**config.mk**
```make
export PLATFORM = sky130hd
export DESIGN_NAME = matrix_loader_flat
export DESIGN_NICKNAME = d
export VERILOG_FILES = /design/src/rtl/matrix_pkg.sv /design/src/rtl/matrix_loader_if.sv /design/src/rtl/matrix_index_counter.sv /design/src/rtl/matrix_loader.sv /design/src/flat_wrapper.sv
export SDC_FILE = /design/constraint.sdc
export NUM_CORES = 1
export LEC_CHECK = 0
export BUFFER_PORTS_ARGS = -buffer_cell sky130_fd_sc_hd__clkbuf_2
export CAP_MARGIN = 20
export CORE_ASPECT_RATIO = 1.2
export CORE_MARGIN = 4
export CORE_UTILIZATION = 49
export DETAILED_ROUTE_END_ITERATION = 10
export PLACE_DENSITY = 0.81
export SLEW_MARGIN = 30
export SYNTH_ARGS = -nofsm -noshare
export SYNTH_HDL_FRONTEND = slang
export SYNTH_SLANG_ARGS = --single-unit
```
**constraint.sdc**
```tcl
create_clock -name clk -period 2.7 [get_ports clk]
set_clock_uncertainty 0.15 [all_clocks]
set_input_delay 0.54 -clock clk [delete_from_list [all_inputs] [get_ports clk]]
set_output_delay 0.54 -clock clk [all_outputs]
set_load 0.01 [all_outputs]
```
**src/rtl/matrix_pkg.sv**
```systemverilog
// matrix_pkg: constants shared between the augmented-matrix loader and the
// Gauss-Jordan inverter, the loader state encoding, and an index-width helper.
package matrix_pkg;

    localparam int MAT_N         = 5;
    localparam int MAT_DATA_W    = 32;
    localparam int MAT_ADDR_W    = 6;
    localparam int MAT_BASE_ADDR = 1;
    localparam logic [MAT_DATA_W-1:0] MAT_ONE = 32'd1;

    // Row stride of the augmented matrix [A | I] in RAM.
    localparam int MAT_STRIDE = 2 * MAT_N;

    typedef enum logic [1:0] {
        IDLE   = 2'd0,
        LOAD_A = 2'd1,
        GEN_I  = 2'd2,
        FIN    = 2'd3
    } state_e;

    // Width of a counter that must hold 0..n-1; never narrower than one bit.
    function automatic int idx_w(input int n);
        return (n > 1) ? $clog2(n) : 1;
    endfunction

endpackage

```
**src/rtl/matrix_loader_if.sv**
```systemverilog
// matrix_loader_if: coefficient stream (valid/ready) plus the single-port
// RAM write port of the matrix loader.
//   in_valid/in_ready/in_data : row-major A[r][c] word stream
//   ram_we/ram_addr/ram_din   : registered RAM write port
// Modports: master = stream source / RAM side, slave = the loader.
interface matrix_loader_if
    import matrix_pkg::*;
#(
    parameter int DATA_W = MAT_DATA_W,
    parameter int ADDR_W = MAT_ADDR_W
) ();

    logic              in_valid;
    logic              in_ready;
    logic [DATA_W-1:0] in_data;
    logic              ram_we;
    logic [ADDR_W-1:0] ram_addr;
    logic [DATA_W-1:0] ram_din;

    modport master (
        output in_valid, in_data,
        input  in_ready, ram_we, ram_addr, ram_din
    );

    modport slave (
        input  in_valid, in_data,
        output in_ready, ram_we, ram_addr, ram_din
    );

endinterface

```
**src/rtl/matrix_index_counter.sv**
```systemverilog
// matrix_index_counter: row/col position inside the augmented matrix and the
// running RAM address of the next write.
//   clk, rst     : clock, asynchronous active-high reset
//   clear        : restart at [0][0] / BASE_ADDR
//   advance      : one element written; step col (wrap at 2N) and address
//   row, col     : current element position
//   addr         : RAM address of the current element
//   last_a_col   : col == N-1 (last coefficient column)
//   last_col     : col == 2N-1 (last identity column)
//   last_row     : row == N-1
module matrix_index_counter
    import matrix_pkg::*;
#(
    parameter int N         = MAT_N,
    parameter int ADDR_W    = MAT_ADDR_W,
    parameter int BASE_ADDR = MAT_BASE_ADDR,
    localparam int ROW_W    = idx_w(N),
    localparam int COL_W    = idx_w(2 * N)
) (
    input  logic              clk,
    input  logic              rst,
    input  logic              clear,
    input  logic              advance,
    output logic [ROW_W-1:0]  row,
    output logic [COL_W-1:0]  col,
    output logic [ADDR_W-1:0] addr,
    output logic              last_a_col,
    output logic              last_col,
    output logic              last_row
);

    assign last_a_col = (col == COL_W'(N - 1));
    assign last_col   = (col == COL_W'(2 * N - 1));
    assign last_row   = (row == ROW_W'(N - 1));

    // The address is a free-running increment: the layout is dense row-major
    // with stride 2N, so every write lands exactly one word after the last.
    always_ff @(posedge clk or posedge rst) begin
        if (rst) begin
            row  <= '0;
            col  <= '0;
            addr <= ADDR_W'(BASE_ADDR);
        end else if (clear) begin
            row  <= '0;
            col  <= '0;
            addr <= ADDR_W'(BASE_ADDR);
        end else if (advance) begin
            addr <= addr + 1'b1;
            if (last_col) begin
                col <= '0;
                row <= last_row ? '0 : row + 1'b1;
            end else begin
                col <= col + 1'b1;
            end
        end
    end

endmodule

```
**src/rtl/matrix_loader.sv**
```systemverilog
// matrix_loader: writes the augmented matrix [A | I] row-major into the
// inverter's RAM. Columns 0..N-1 come from the coefficient stream, columns
// N..2N-1 are generated identity words. done pulses once the image is complete.
//   clk, rst : clock, asynchronous active-high reset
//   start    : begin a load (taken only in IDLE, not in the done cycle)
//   bus      : stream in + RAM write port (matrix_loader_if.slave)
//   busy     : load in progress
//   done     : one-cycle pulse after the final RAM write
//   err      : sticky zero-on-diagonal flag
// Build option: define MATRIX_LOADER_ZERO_PIVOT_CHK_EN to build the zero-pivot
// check; otherwise err is tied low.
module matrix_loader
    import matrix_pkg::*;
#(
    parameter int N         = MAT_N,
    parameter int DATA_W    = MAT_DATA_W,
    parameter int ADDR_W    = MAT_ADDR_W,
    parameter int BASE_ADDR = MAT_BASE_ADDR,
    parameter logic [DATA_W-1:0] ONE_VAL = MAT_ONE
) (
    input  logic             clk,
    input  logic             rst,
    input  logic             start,
    matrix_loader_if.slave   bus,
    output logic             busy,
    output logic             done,
    output logic             err
);

    localparam int ROW_W = idx_w(N);
    localparam int COL_W = idx_w(2 * N);

    localparam logic [1:0] ST_IDLE   = IDLE;
    localparam logic [1:0] ST_LOAD_A = LOAD_A;
    localparam logic [1:0] ST_GEN_I  = GEN_I;

    logic [1:0]        state;
    logic [ROW_W-1:0]  row;
    logic [COL_W-1:0]  col;
    logic [ADDR_W-1:0] addr;
    logic              last_a_col, last_col, last_row;
    logic              accept, hs, gen, id_diag;

    // done is high in the first IDLE cycle; a start there is dropped.
    assign accept       = (state == ST_IDLE) && start && !done;
    assign hs           = (state == ST_LOAD_A) && bus.in_valid;
    assign gen          = (state == ST_GEN_I);
    assign bus.in_ready = (state == ST_LOAD_A);
    assign id_diag      = (int'(col) == int'(row) + N);

    matrix_index_counter #(
        .N         (N),
        .ADDR_W    (ADDR_W),
        .BASE_ADDR (BASE_ADDR)
    ) u_idx (
        .clk        (clk),
        .rst        (rst),
        .clear      (accept),
        .advance    (hs | gen),
        .row        (row),
        .col        (col),
        .addr       (addr),
        .last_a_col (last_a_col),
        .last_col   (last_col),
        .last_row   (last_row)
    );

    always_ff @(posedge clk or posedge rst) begin
        if (rst) begin
            state        <= ST_IDLE;
            bus.ram_we   <= 1'b0;
            bus.ram_addr <= ADDR_W'(BASE_ADDR);
            bus.ram_din  <= '0;
            busy         <= 1'b0;
            done         <= 1'b0;
        end else begin
            bus.ram_we <= 1'b0;
            done       <= 1'b0;
            case (state)
                ST_IDLE: begin
                    if (accept) begin
                        state <= ST_LOAD_A;
                        busy  <= 1'b1;
                    end
                end
                ST_LOAD_A: begin
                    if (bus.in_valid) begin
                        bus.ram_we   <= 1'b1;
                        bus.ram_addr <= addr;
                        bus.ram_din  <= bus.in_data;
                        if (last_a_col) state <= ST_GEN_I;
                    end
                end
                ST_GEN_I: begin
                    bus.ram_we   <= 1'b1;
                    bus.ram_addr <= addr;
                    bus.ram_din  <= id_diag ? ONE_VAL : '0;
                    if (last_col) state <= last_row ? FIN : ST_LOAD_A;
                end
                default: begin
                    done  <= 1'b1;
                    busy  <= 1'b0;
                    state <= ST_IDLE;
                end
            endcase
        end
    end

`ifdef MATRIX_LOADER_ZERO_PIVOT_CHK_EN
    // In LOAD_A col < N, so col == row is exactly the diagonal of A.
    always_ff @(posedge clk or posedge rst) begin
        if (rst)                                              err <= 1'b0;
        else if (accept)                                      err <= 1'b0;
        else if (hs && int'(col) == int'(row) && bus.in_data == '0) err <= 1'b1;
    end
`else
    assign err = 1'b0;
`endif

endmodule

```
**src/flat_wrapper.sv**
```systemverilog
// flat-port wrapper written by rule: the top's interface ports become plain ports
module matrix_loader_flat import matrix_pkg::*;
#(
    parameter int N         = MAT_N,
    parameter int DATA_W    = MAT_DATA_W,
    parameter int ADDR_W    = MAT_ADDR_W,
    parameter int BASE_ADDR = MAT_BASE_ADDR,
    parameter logic [DATA_W-1:0] ONE_VAL = MAT_ONE
)
  (clk, rst, start, busy, done, err, bus_in_valid, bus_in_data, bus_in_ready, bus_ram_we, bus_ram_addr, bus_ram_din);
  matrix_loader_if #(.DATA_W(DATA_W), .ADDR_W(ADDR_W)) bus_i ();
  input  logic clk;
  input  logic rst;
  input  logic start;
  output logic busy;
  output logic done;
  output logic err;
  input wire logic [$bits(bus_i.in_valid)-1:0] bus_in_valid;
  input wire logic [$bits(bus_i.in_data)-1:0] bus_in_data;
  output wire logic [$bits(bus_i.in_ready)-1:0] bus_in_ready;
  output wire logic [$bits(bus_i.ram_we)-1:0] bus_ram_we;
  output wire logic [$bits(bus_i.ram_addr)-1:0] bus_ram_addr;
  output wire logic [$bits(bus_i.ram_din)-1:0] bus_ram_din;
  assign bus_i.in_valid = bus_in_valid;
  assign bus_i.in_data = bus_in_data;
  assign bus_in_ready = bus_i.in_ready;
  assign bus_ram_we = bus_i.ram_we;
  assign bus_ram_addr = bus_i.ram_addr;
  assign bus_ram_din = bus_i.ram_din;
  matrix_loader #(.N(N), .DATA_W(DATA_W), .ADDR_W(ADDR_W), .BASE_ADDR(BASE_ADDR), .ONE_VAL(ONE_VAL)) u_core (.clk(clk), .rst(rst), .start(start), .bus(bus_i), .busy(busy), .done(done), .err(err));
endmodule
```
==> flow_summary_export.csv, run 1 <==
group,metric,value,unit
status,outcome,"completed",
global_routing,grt_max_degree,40,
layout,n_fill_cell,376,
setup_path,cp-end-kind,"primary output",
clock_network,cts_root_buffer,"clkbuf_8",
setup_path,worst-path-buf-inv,2,
layout,final_common_cell,"clkbuf_2",
setup_path,cp_max_fo,9,
drt,wire_per_inst,15.4,um
setup_path,timing.critical_path.slowest_stage_cell,"dfrtp_1",
sta,slew_violations,0,
clock_network,clkTransAtPathRegs,0.10,ns
clock_network,hold_buffers,0,
drt,first_pass_iters,6,
pwr,p_leak,1.58,nW
clock_network,cts-resized-gates,0,
yosys,syn_nets,260,
yosys,synth-async-reset-ratio,1.00,
yosys,ys_seq_area_frac,0.572,
sta,final.setup.tns,0,ns
layout,design_area,3000,sq um
sta,timing.fmax,476,MHz
layout,drive_gt1_frac,0.340,
sta,worst_slew_pin_slew,0.659,ns
global_routing,busiest_layer,"met2",
pwr,ir_worst_vdd,0.467,mV
drt,viasPerCell,5.64,
floorplan,die_y,85.5,um
drt,postRouteAntennaNets,0,
floorplan,rows,27,
yosys,ys_top_cells_by_area,"dfrtp_1 55%, a22o_1 11%, ha_1 5.1%",
clock_network,clock_sinks,56,
placed_design,dp_hpwl,3890,um
sta,rsz0062_at_grt,"no",
clock_network,cts_tree,"done",
setup_path,critical_path_class,"reg -> out",
global_routing,grt_pass1_vias,1848,
drt,drc_errors,0,
yosys,synth_top_area_frac,0.551,
yosys,syn-mean-instance-area,11.5,sq um
placed_design,portBuffers,77,
setup_path,worstPathRequired,2.01,ns
clock_network,clockBufferDepth,2,
yosys,synth_area,2450,sq um
global_routing,grt_pass1_wl,8770,um
pwr,total_power,0.00305,W
yosys,synth-edff-count,0,
yosys,yosysUniqueCellTypes,36,
clock_network,cts_max_level,2,
clock_network,cts_setup_buffers,0,
global_routing,met3_usage,0.0399,
sta,period_needed,2.10,ns
yosys,synthFlopType,"dfrtp_1",
floorplan,initial_core_util,0.519,
placed_design,gp_congestion,0.805,
setup_path,path_delay_family,"flip-flops",
global_routing,antenna_found_initial,0,
yosys,synth_warnings,0,
sta,hold_viol_final,0,
yosys,post-synth-top-area-cell,"dfrtp_1",
sta,period_share,0.778,
clock_network,insertion_delay,0.31,ns
yosys,synth_cells,214,
setup_path,path_cells,"inv_1, ha_1, clkbuf_2",
layout,syn_to_final_growth,22.2,%
global_routing,grt_util_met1,0.234,
floorplan,coreArea,4730,sq um
setup_path,startpoint_type,"register",
drt,drt_iter0_drc,160,
clock_network,numCtsBuffers,5,
global_routing,track_usage,0.176,
min_path,holdCritPathClass,"in -> async",
setup_path,crit_arrival,1.41,ns
pwr,p_per_area,1020,nW/um^2
yosys,ys_ff_latch,56,
floorplan,io_pins,79,
floorplan,die-area,6210,sq um
layout,diodes,0,
global_routing,use_met2,0.293,
flow_run,maxCapViolations,0,
placed_design,placed_area,2900,sq um
global_routing,grt-ovfl-total,0,
sta,setup_violations,0,
layout,final_cell_mix,"77 x clkbuf_2, 54 x dfrtp_1, 31 x a22o_1",
setup_path,max_stage_delay,0.43,ns
sta,slew_headroom,0.560,
layout,nets,336,
drt,vias,1969,
drt,routed_wirelength,5370,um
floorplan,die_w,72.6,um
==> power by group <==
group	switching [W]	leakage, nW	internal (W)
sequential	0.000197	0.737	0.00111
combinational	0.000728	0.799	0.000563
clock	0.000267	0.0445	0.000185
==> layer usage <==
metal,part of all wire,up-vias
met5,0,-
met4,0.0089,0
met3,0.074,6
met2,0.49,82
met1,0.43,960
li1,-,921
==> kinds of logic (layout without fill, tap and decap cells) <==
kind of cell,Yosys count,count (layout),synth area share
xor gates and xnor gates,6,6,0.0214
other,1,1,0.00153
AOI/OAI and AO/OA,63,63,0.190
buffers and inverters,24,101,0.0413
and+or+nand+nor,51,51,0.110
DFF,56,56,0.572
muxes,3,3,0.0133
adders and majority gates,10,10,0.0510
==> cell type report <==
type | instances | area (sq um) | area share
Sequential cell | 56 | 1400 | 0.468
Multi-Input combinational cell | 134 | 967 | 0.323
Timing Repair Buffer | 82 | 423 | 0.141
Tap cell | 58 | 72.6 | 0.0242
Clock buffer | 5 | 68.8 | 0.0230
Inverter | 11 | 41.3 | 0.0138
Clock inverter | 3 | 21.3 | 0.00710
==> worst paths after layout <==
path	startpoint	end	slack [ns]	cells past startpoint
worst min-delay path	rst	u_core.bus.ram_addr[4]	0.15	2
worst max register to register	u_core.state[0]	u_core.u_idx.addr[5]	0.66	5
worst min register to register	u_core.bus.ram_addr[0]	u_core.bus.ram_addr[0]	0.31	2
min in group clk	bus_in_data[6]	u_core.bus.ram_din[6]	0.30	2
worst max-delay path	u_core.state[1]	bus_in_ready	0.60	3
max in group asynchronous	rst	u_core.u_idx.addr[0]	1.54	3
==> registers in the layout, summed over array words and instances (netlist names) <==
signal / flops
u_core.bus.ram_addr: 6
u_core.bus.ram_we: 1
u_core.state: 2
u_core.done: 1
u_core.u_idx.addr: 6
u_core.u_idx.row: 3
u_core.busy: 1
u_core.u_idx.col: 4
u_core.bus.ram_din: 32
==> synth_stat cells (all sizes together), types with 3 or more instances <==
cell type,instances
inv,11
o21ai,7
buf,7
ha,10
o31ai,4
nand4,4
clkbuf,6
nand3,4
or4,3
dfrtp,54
nor2,5
nand2,25
a21oi,14
a22o,31
xnor2,4
==> per-stage QoR <==
step                setup WS (ns)  std cells  utilization  hold WS [ns]
finish                      0.600        349        0.634         0.150
global route                0.491        349        0.634         0.208
CTS                         0.366        349        0.633         0.178
detailed placement          0.441        341        0.614         0.299
global placement            0.530        341        0.614         0.290
floorplan                   0.642        214            -         0.310
==> worst reg2reg max path, delay by kind of cell, from the launching register on <==
family                   cells  cell delay [ns]
AND/OR/NAND/NOR              1             0.51
buffers and inverters        1             0.12
flip-flops                   1             0.43
AO/OA/AOI/OAI                2             0.36
adder cells (fa/ha/maj)      1             0.41
Note: power is estimated with default switching activity, not from simulation.
==> inputs of run 2 (changes only) <==
- clock period: 2.7 -> 1.95 ns (I/O delays scaled with it)
==> run 2 against run 1 <==
Effect of this change:
- first-iteration DRC count increased by 17%
- non-clock buffer count increased by 13
- utilization increased by 3.1 points
- setup slack got worse by 0.51 ns
- flip-flop and latch count unchanged
- count of clock-buffer cells in the layout unchanged
- critical path depth increased by 3
- critical endpoint is now u_core.state[1]
==> flow_summary_export.csv, run 2 (synthesis gave the netlist of run 1 again) <==
group,metric,value,unit
setup_path,max_stage_delay,0.39,ns
drt,viasPerCell,5.63,
drt,first_pass_iters,5,
layout,top_register,"u_core.bus.ram_din",
clock_network,insertion_delay,0.31,ns
pwr,p_leak,1.66,nW
min_path,holdCritPathClass,"in -> reg",
layout,design_area,3140,sq um
min_path,worstHoldStart,"bus_in_data[6]",
layout,final_cell_mix,"77 x clkbuf_2, 54 x dfrtp_1, 31 x a22o_1",
pwr,p_per_area,1440,nW/um^2
floorplan,die_y,85.5,um
floorplan,coreArea,4730,sq um
floorplan,io_pins,79,
drt,postRouteAntennaNets,0,
pwr,ir_worst_vdd,0.636,mV
global_routing,antenna_found_initial,0,
layout,largest_reg_flops,32,
layout,top_regs,"u_core.bus.ram_din x32, u_core.bus.ram_addr x6, u_core.u_idx.addr x6",
setup_path,timing.critical_path.slowest_stage_cell,"dfrtp_1",
global_routing,grt_pass1_wl,9470,um
pwr,p_seq_frac,0.395,
sta,slew_violations,0,
setup_path,r2r-start,"u_core.u_idx.col[1]",
clock_network,numCtsBuffers,5,
clock_network,clock_sinks,56,
flow_run,maxCapViolations,0,
setup_path,r2r_cells,6,
setup_path,cp_max_fo,7,
setup_path,startpoint,"u_core.u_idx.col[1]",
floorplan,initial_core_util,0.519,
layout,final-seq-area,1400,sq um
setup_path,rrSetupSlack,0.09,ns
clock_network,cts_max_level,2,
layout,n_fill_cell,372,
pwr,total_power,0.00454,W
layout,diodes,0,
clock_network,clkTransAtPathRegs,0.10,ns
layout,syn_to_final_growth,28.1,%
global_routing,grt-ovfl-total,0,
pwr,p_int,0.00280,W
floorplan,die_w,72.6,um
drt,wire_per_inst,16.2,um
floorplan,die-area,6210,sq um
drt,vias,2037,
global_routing,track_usage,0.192,
clock_network,clockBufferDepth,2,
setup_path,startpoint_type,"register",
global_routing,grt_max_degree,40,
pwr,p_sw_frac,0.384,
drt,routed_wirelength,5850,um
drt,drt_iter0_drc,187,
pwr,switching_power,0.00174,W
sta,final.setup.tns,0,ns
pwr,p_clk_frac,0.138,
global_routing,grt_pass1_vias,1973,
pwr,pwr-share-comb,0.466,
setup_path,path_cells,"inv_1, ha_1, nand3b_4, a222oi_1, buf_4, mux2_1",
clock_network,cts_root_buffer,"clkbuf_8",
sta,hold_viol_final,0,
clock_network,cts_tree,"done",
layout,nets,349,
setup_path,worstPathRequired,2.00,ns
layout,multi_input_area,975,sq um
sta,setup_violations,0,
sta,timing.fmax,538,MHz
sta,period_share,0.954,
setup_path,critical_path_class,"reg -> reg",
placed_design,gp_congestion,0.816,
min_path,hold_depth,2,
placed_design,dp_hpwl,4320,um
placed_design,portBuffers,77,
status,outcome,"completed",
setup_path,crit_arrival,1.91,ns
drt,drc_errors,0,
layout,drive_gt1_frac,0.368,
floorplan,rows,27,
layout,final_common_cell,"clkbuf_2",
sta,rsz0062_at_grt,"no",
setup_path,cp-end-kind,"register",
placed_design,placed_area,3010,sq um
sta,period_needed,1.86,ns
[run 2: cell types whose count changed in the layout (fill, tap and decap cells not counted)]
| cell | before | now |
|---|---|---|
| clkinvlp_4 | 1 | 0 |
| a21o_1 | 1 | 0 |
| buf_4 | 5 | 14 |
| a21o_4 | 0 | 1 |
| buf_12 | 0 | 3 |
| dlygate4sd3_1 | 0 | 1 |
| clkinv_4 | 0 | 1 |
[run 2: metrics by stage]
| stage | hold WS, ns | utilization | std cells | worst slack, ns |
|---|---|---|---|---|
| global placement | 0.253 | 0.636 | 350 | 0.102 |
| finish | 0.146 | 0.665 | 362 | 0.0902 |
| detailed placement | 0.261 | 0.636 | 350 | 0.0289 |
| global route | 0.132 | 0.665 | 362 | 0.00592 |
| CTS | 0.144 | 0.658 | 359 | 0.0151 |
| floorplan | 0.310 | - | 214 | 0.0420 |
[run 2: layout make-up]
cell class              count  area share
flip-flops and latches     56       0.446
multi-input cells         134       0.310
repair buffers             95       0.178
well taps                  58      0.0231
clock buffers               5      0.0219
inverters                  11      0.0131
clock inverters             3     0.00716
[run 2: worst paths after layout]
kind | to
worst max-delay path | u_core.state[1]
worst min-delay path | u_core.bus.ram_din[6]
worst max register to register | u_core.state[1]
worst min register to register | u_core.bus.ram_addr[0]
max in group asynchronous | u_core.bus.ram_din[24]
min in group asynchronous | u_core.bus.ram_din[10]
[run 2: routing by layer]
metal | track usage | up-vias | part of all wire | routed length, um
met2 | 0.335 | 82 | 0.51 | 2990
met5 | 0 | - | 0 | 0
met1 | 0.239 | 999 | 0.40 | 2350
met4 | 0.0470 | 0 | 0.011 | 67
met3 | 0.0445 | 6 | 0.075 | 436
li1 | - | 950 | - | -
[run 2: power by group through the flow]
stage                     clock network, W  registers (W)  logic [W]
after floorplan                          0        0.00192    0.00108
after global placement                   0        0.00179    0.00197
final                             0.000629        0.00179    0.00212
after detailed placement                 0        0.00182    0.00203
after global routing              0.000708        0.00183    0.00233
after CTS                         0.000649        0.00180    0.00205
[run 2: worst max-delay path: cells and delay by family (launching register included)]
kind	cells	cell delay, ns
flops	1	0.39
mux	1	0.31
compound gates	1	0.30
buf+inv	2	0.26
fa+ha+maj	1	0.21
simple gates	1	0.13
[run 2: timing repair]
item,in CTS,in global routing
endpoints found under the hold margin,18,0
buffers inserted,0,3
gates resized for setup,0,2
hold buffers,1,0
endpoints found under the setup margin,0,13
==> inputs of run 3 (changes only) <==
==> constraint.sdc (replaced) <==
create_clock -name clk -period 1.95 [get_ports clk]
set_clock_uncertainty 0.15 [all_clocks]
set_input_delay 0.0975 -clock clk [delete_from_list [all_inputs] [get_ports clk]]
set_output_delay 0.0975 -clock clk [all_outputs]
set_load 0.01 [all_outputs]
==> run 3 against run 2 <==
Effect of this change:
- via count is 4.5% higher
- non-clock buffer count is 30 higher
- flip-flop and latch count stayed put
- setup slack worse by 0.036 ns
- critical path depth is 1 lower
- die area stayed put
- final area is 9.9% higher
- count of clock-buffer cells in the layout is 1 higher
- highest routed layer unchanged
==> flow_summary_export.csv, run 3 (synthesis gave the netlist of run 1 again) <==
group,metric,value,unit
setup_path,r2r_end,"u_core.state[1]",
setup_path,rrSetupSlack,0.05,ns
sta,period_needed,1.90,ns
global_routing,grt_pass1_vias,2156,
setup_path,cp_max_fo,8,
clock_network,clock_sinks,56,
sta,timing.fmax,527,MHz
layout,final_common_cell,"clkbuf_2",
clock_network,cts_max_level,2,
layout,top_register,"u_core.bus.ram_din",
setup_path,crit_arrival,1.94,ns
flow_run,maxCapViolations,0,
sta,slew_violations,0,
setup_path,startpoint_type,"register",
setup_path,r2r_cells,5,
min_path,worstHoldStart,"bus_in_data[0]",
placed_design,gp_congestion,0.772,
layout,largest_reg_flops,32,
drt,wire_per_inst,16.5,um
setup_path,cp-end-kind,"register",
placed_design,post-place-ws,0.00358,ns
clock_network,cts_tree,"done",
drt,drc_errors,0,
layout,fin_util,0.731,
floorplan,rows,27,
drt,first_pass_iters,4,
min_path,hold_depth,4,
min_path,holdCritPathClass,"in -> reg",
pwr,p_leak,1.77,nW
sta,worst_slack,0.0539,ns
layout,drive_gt1_frac,0.335,
layout,final_cell_mix,"77 x clkbuf_2, 54 x dfrtp_1, 33 x dlygate4sd3_1",
pwr,ir_worst_vdd,0.757,mV
floorplan,die_w,72.6,um
status,outcome,"completed",
drt,viasPerCell,5.43,
floorplan,io_pins,79,
clock_network,insertion_delay,0.30,ns
pwr,p_per_area,1330,nW/um^2
setup_path,critical_path_class,"reg -> reg",
layout,top_regs,"u_core.bus.ram_din x32, u_core.bus.ram_addr x6, u_core.u_idx.addr x6",
floorplan,die_y,85.5,um
drt,vias,2129,
floorplan,coreArea,4730,sq um
sta,hold_viol_final,0,
drt,postRouteAntennaNets,0,
layout,nets,379,
floorplan,die-area,6210,sq um
drt,drt_iter0_drc,184,
clock_network,numCtsBuffers,5,
global_routing,grt_pass1_wl,10500,um
sta,setup_violations,0,
global_routing,track_usage,0.214,
clock_network,clockBufferDepth,2,
global_routing,grt-ovfl-total,0,
placed_design,portBuffers,77,
global_routing,grt_max_degree,57,
global_routing,antenna_found_initial,0,
placed_design,dp_hpwl,4170,um
min_path,holdPathEnd,"u_core.bus.ram_din[0]",
clock_network,clkTransAtPathRegs,0.10,ns
sta,period_share,0.972,
layout,design_area,3460,sq um
setup_path,worstPathRequired,1.99,ns
pwr,total_power,0.00459,W
layout,diodes,0,
clock_network,cts_root_buffer,"clkbuf_8",
setup_path,r2r-start,"u_core.state[1]",
placed_design,placed_area,3010,sq um
drt,routed_wirelength,6480,um
layout,syn_to_final_growth,40.8,%
floorplan,initial_core_util,0.519,
-- run 3: cell types whose count changed in the layout (fill, tap and decap cells not counted), sizes merged --
cell,delta
clkinvlp,+1
buf,-2
clkbuf,+1
inv,-1
clkinv,-1
dlygate4sd3,+32
-- run 3: layer usage --
layer | GRT usage | wire (um)
met5 | 0 | 0
met4 | 0.0705 | 150
met3 | 0.0410 | 414
met2 | 0.379 | 3380
met1 | 0.257 | 2530
-- run 3: what timing repair did --
| action | in CTS | in global routing |
|---|---|---|
| hold endpoints to repair | 88 | 0 |
| resized for setup | 0 | 6 |
| pin swaps | 1 | 1 |
| endpoints found under the setup margin | 1 | 11 |
| hold buffers | 33 | 0 |
| setup buffers | 0 | 1 |
-- run 3: how the worst max path moves through the flow --
stage,from,endpoint,slack (ns)
2_1_floorplan,u_core.state[1],u_core.bus.ram_din[0],0.08
3_3_place_gp,u_core.state[0],u_core.u_idx.row[0],0.09
3_5_place_dp,u_core.state[0],u_core.state[1],0.004
4_1_cts,u_core.state[0],u_core.u_idx.row[0],0.01
5_1_grt,u_core.state[1],u_core.state[1],-0.001
6_report,u_core.state[1],u_core.state[1],0.05
-- run 3: final cells by class --
type	count	area [sq um]
Sequential cell	56	1400
Fill cell	289	1270
Multi-Input combinational cell	134	983
Timing Repair Buffer	125	866
Clock buffer	6	72.6
Tap cell	58	72.6
Inverter	11	41.3
Clock inverter	2	16.3
-- run 3: metrics by stage --
step / cells / hold slack, ns / TNS [ns]
5_1_grt: 392 / 0.0816 / -0.00118
2_1_floorplan: 214 / 0.0800 / 0
3_5_place_dp: 350 / 0.00878 / 0
4_1_cts: 391 / 0.0640 / 0
3_3_place_gp: 350 / 0.00330 / 0
6_report: 392 / 0.0632 / 0
-- run 3: critical path, cell delays in order (launching register included) --
cell and delay (ns):
dfrtp_1 0.43, inv_1 0.09, ha_2 0.19, buf_4 0.17, a222oi_1 0.39, mux2_1 0.37
-- run 3: power by group --
group	internal, W	switching (W)	leakage (nW)	total [W]
clock network	0.000256	0.000366	0.0414	0.000622
logic	0.00101	0.00114	0.995	0.00216
registers	0.00154	0.000266	0.737	0.00181
total	0.00281	0.00178	1.77	0.00459
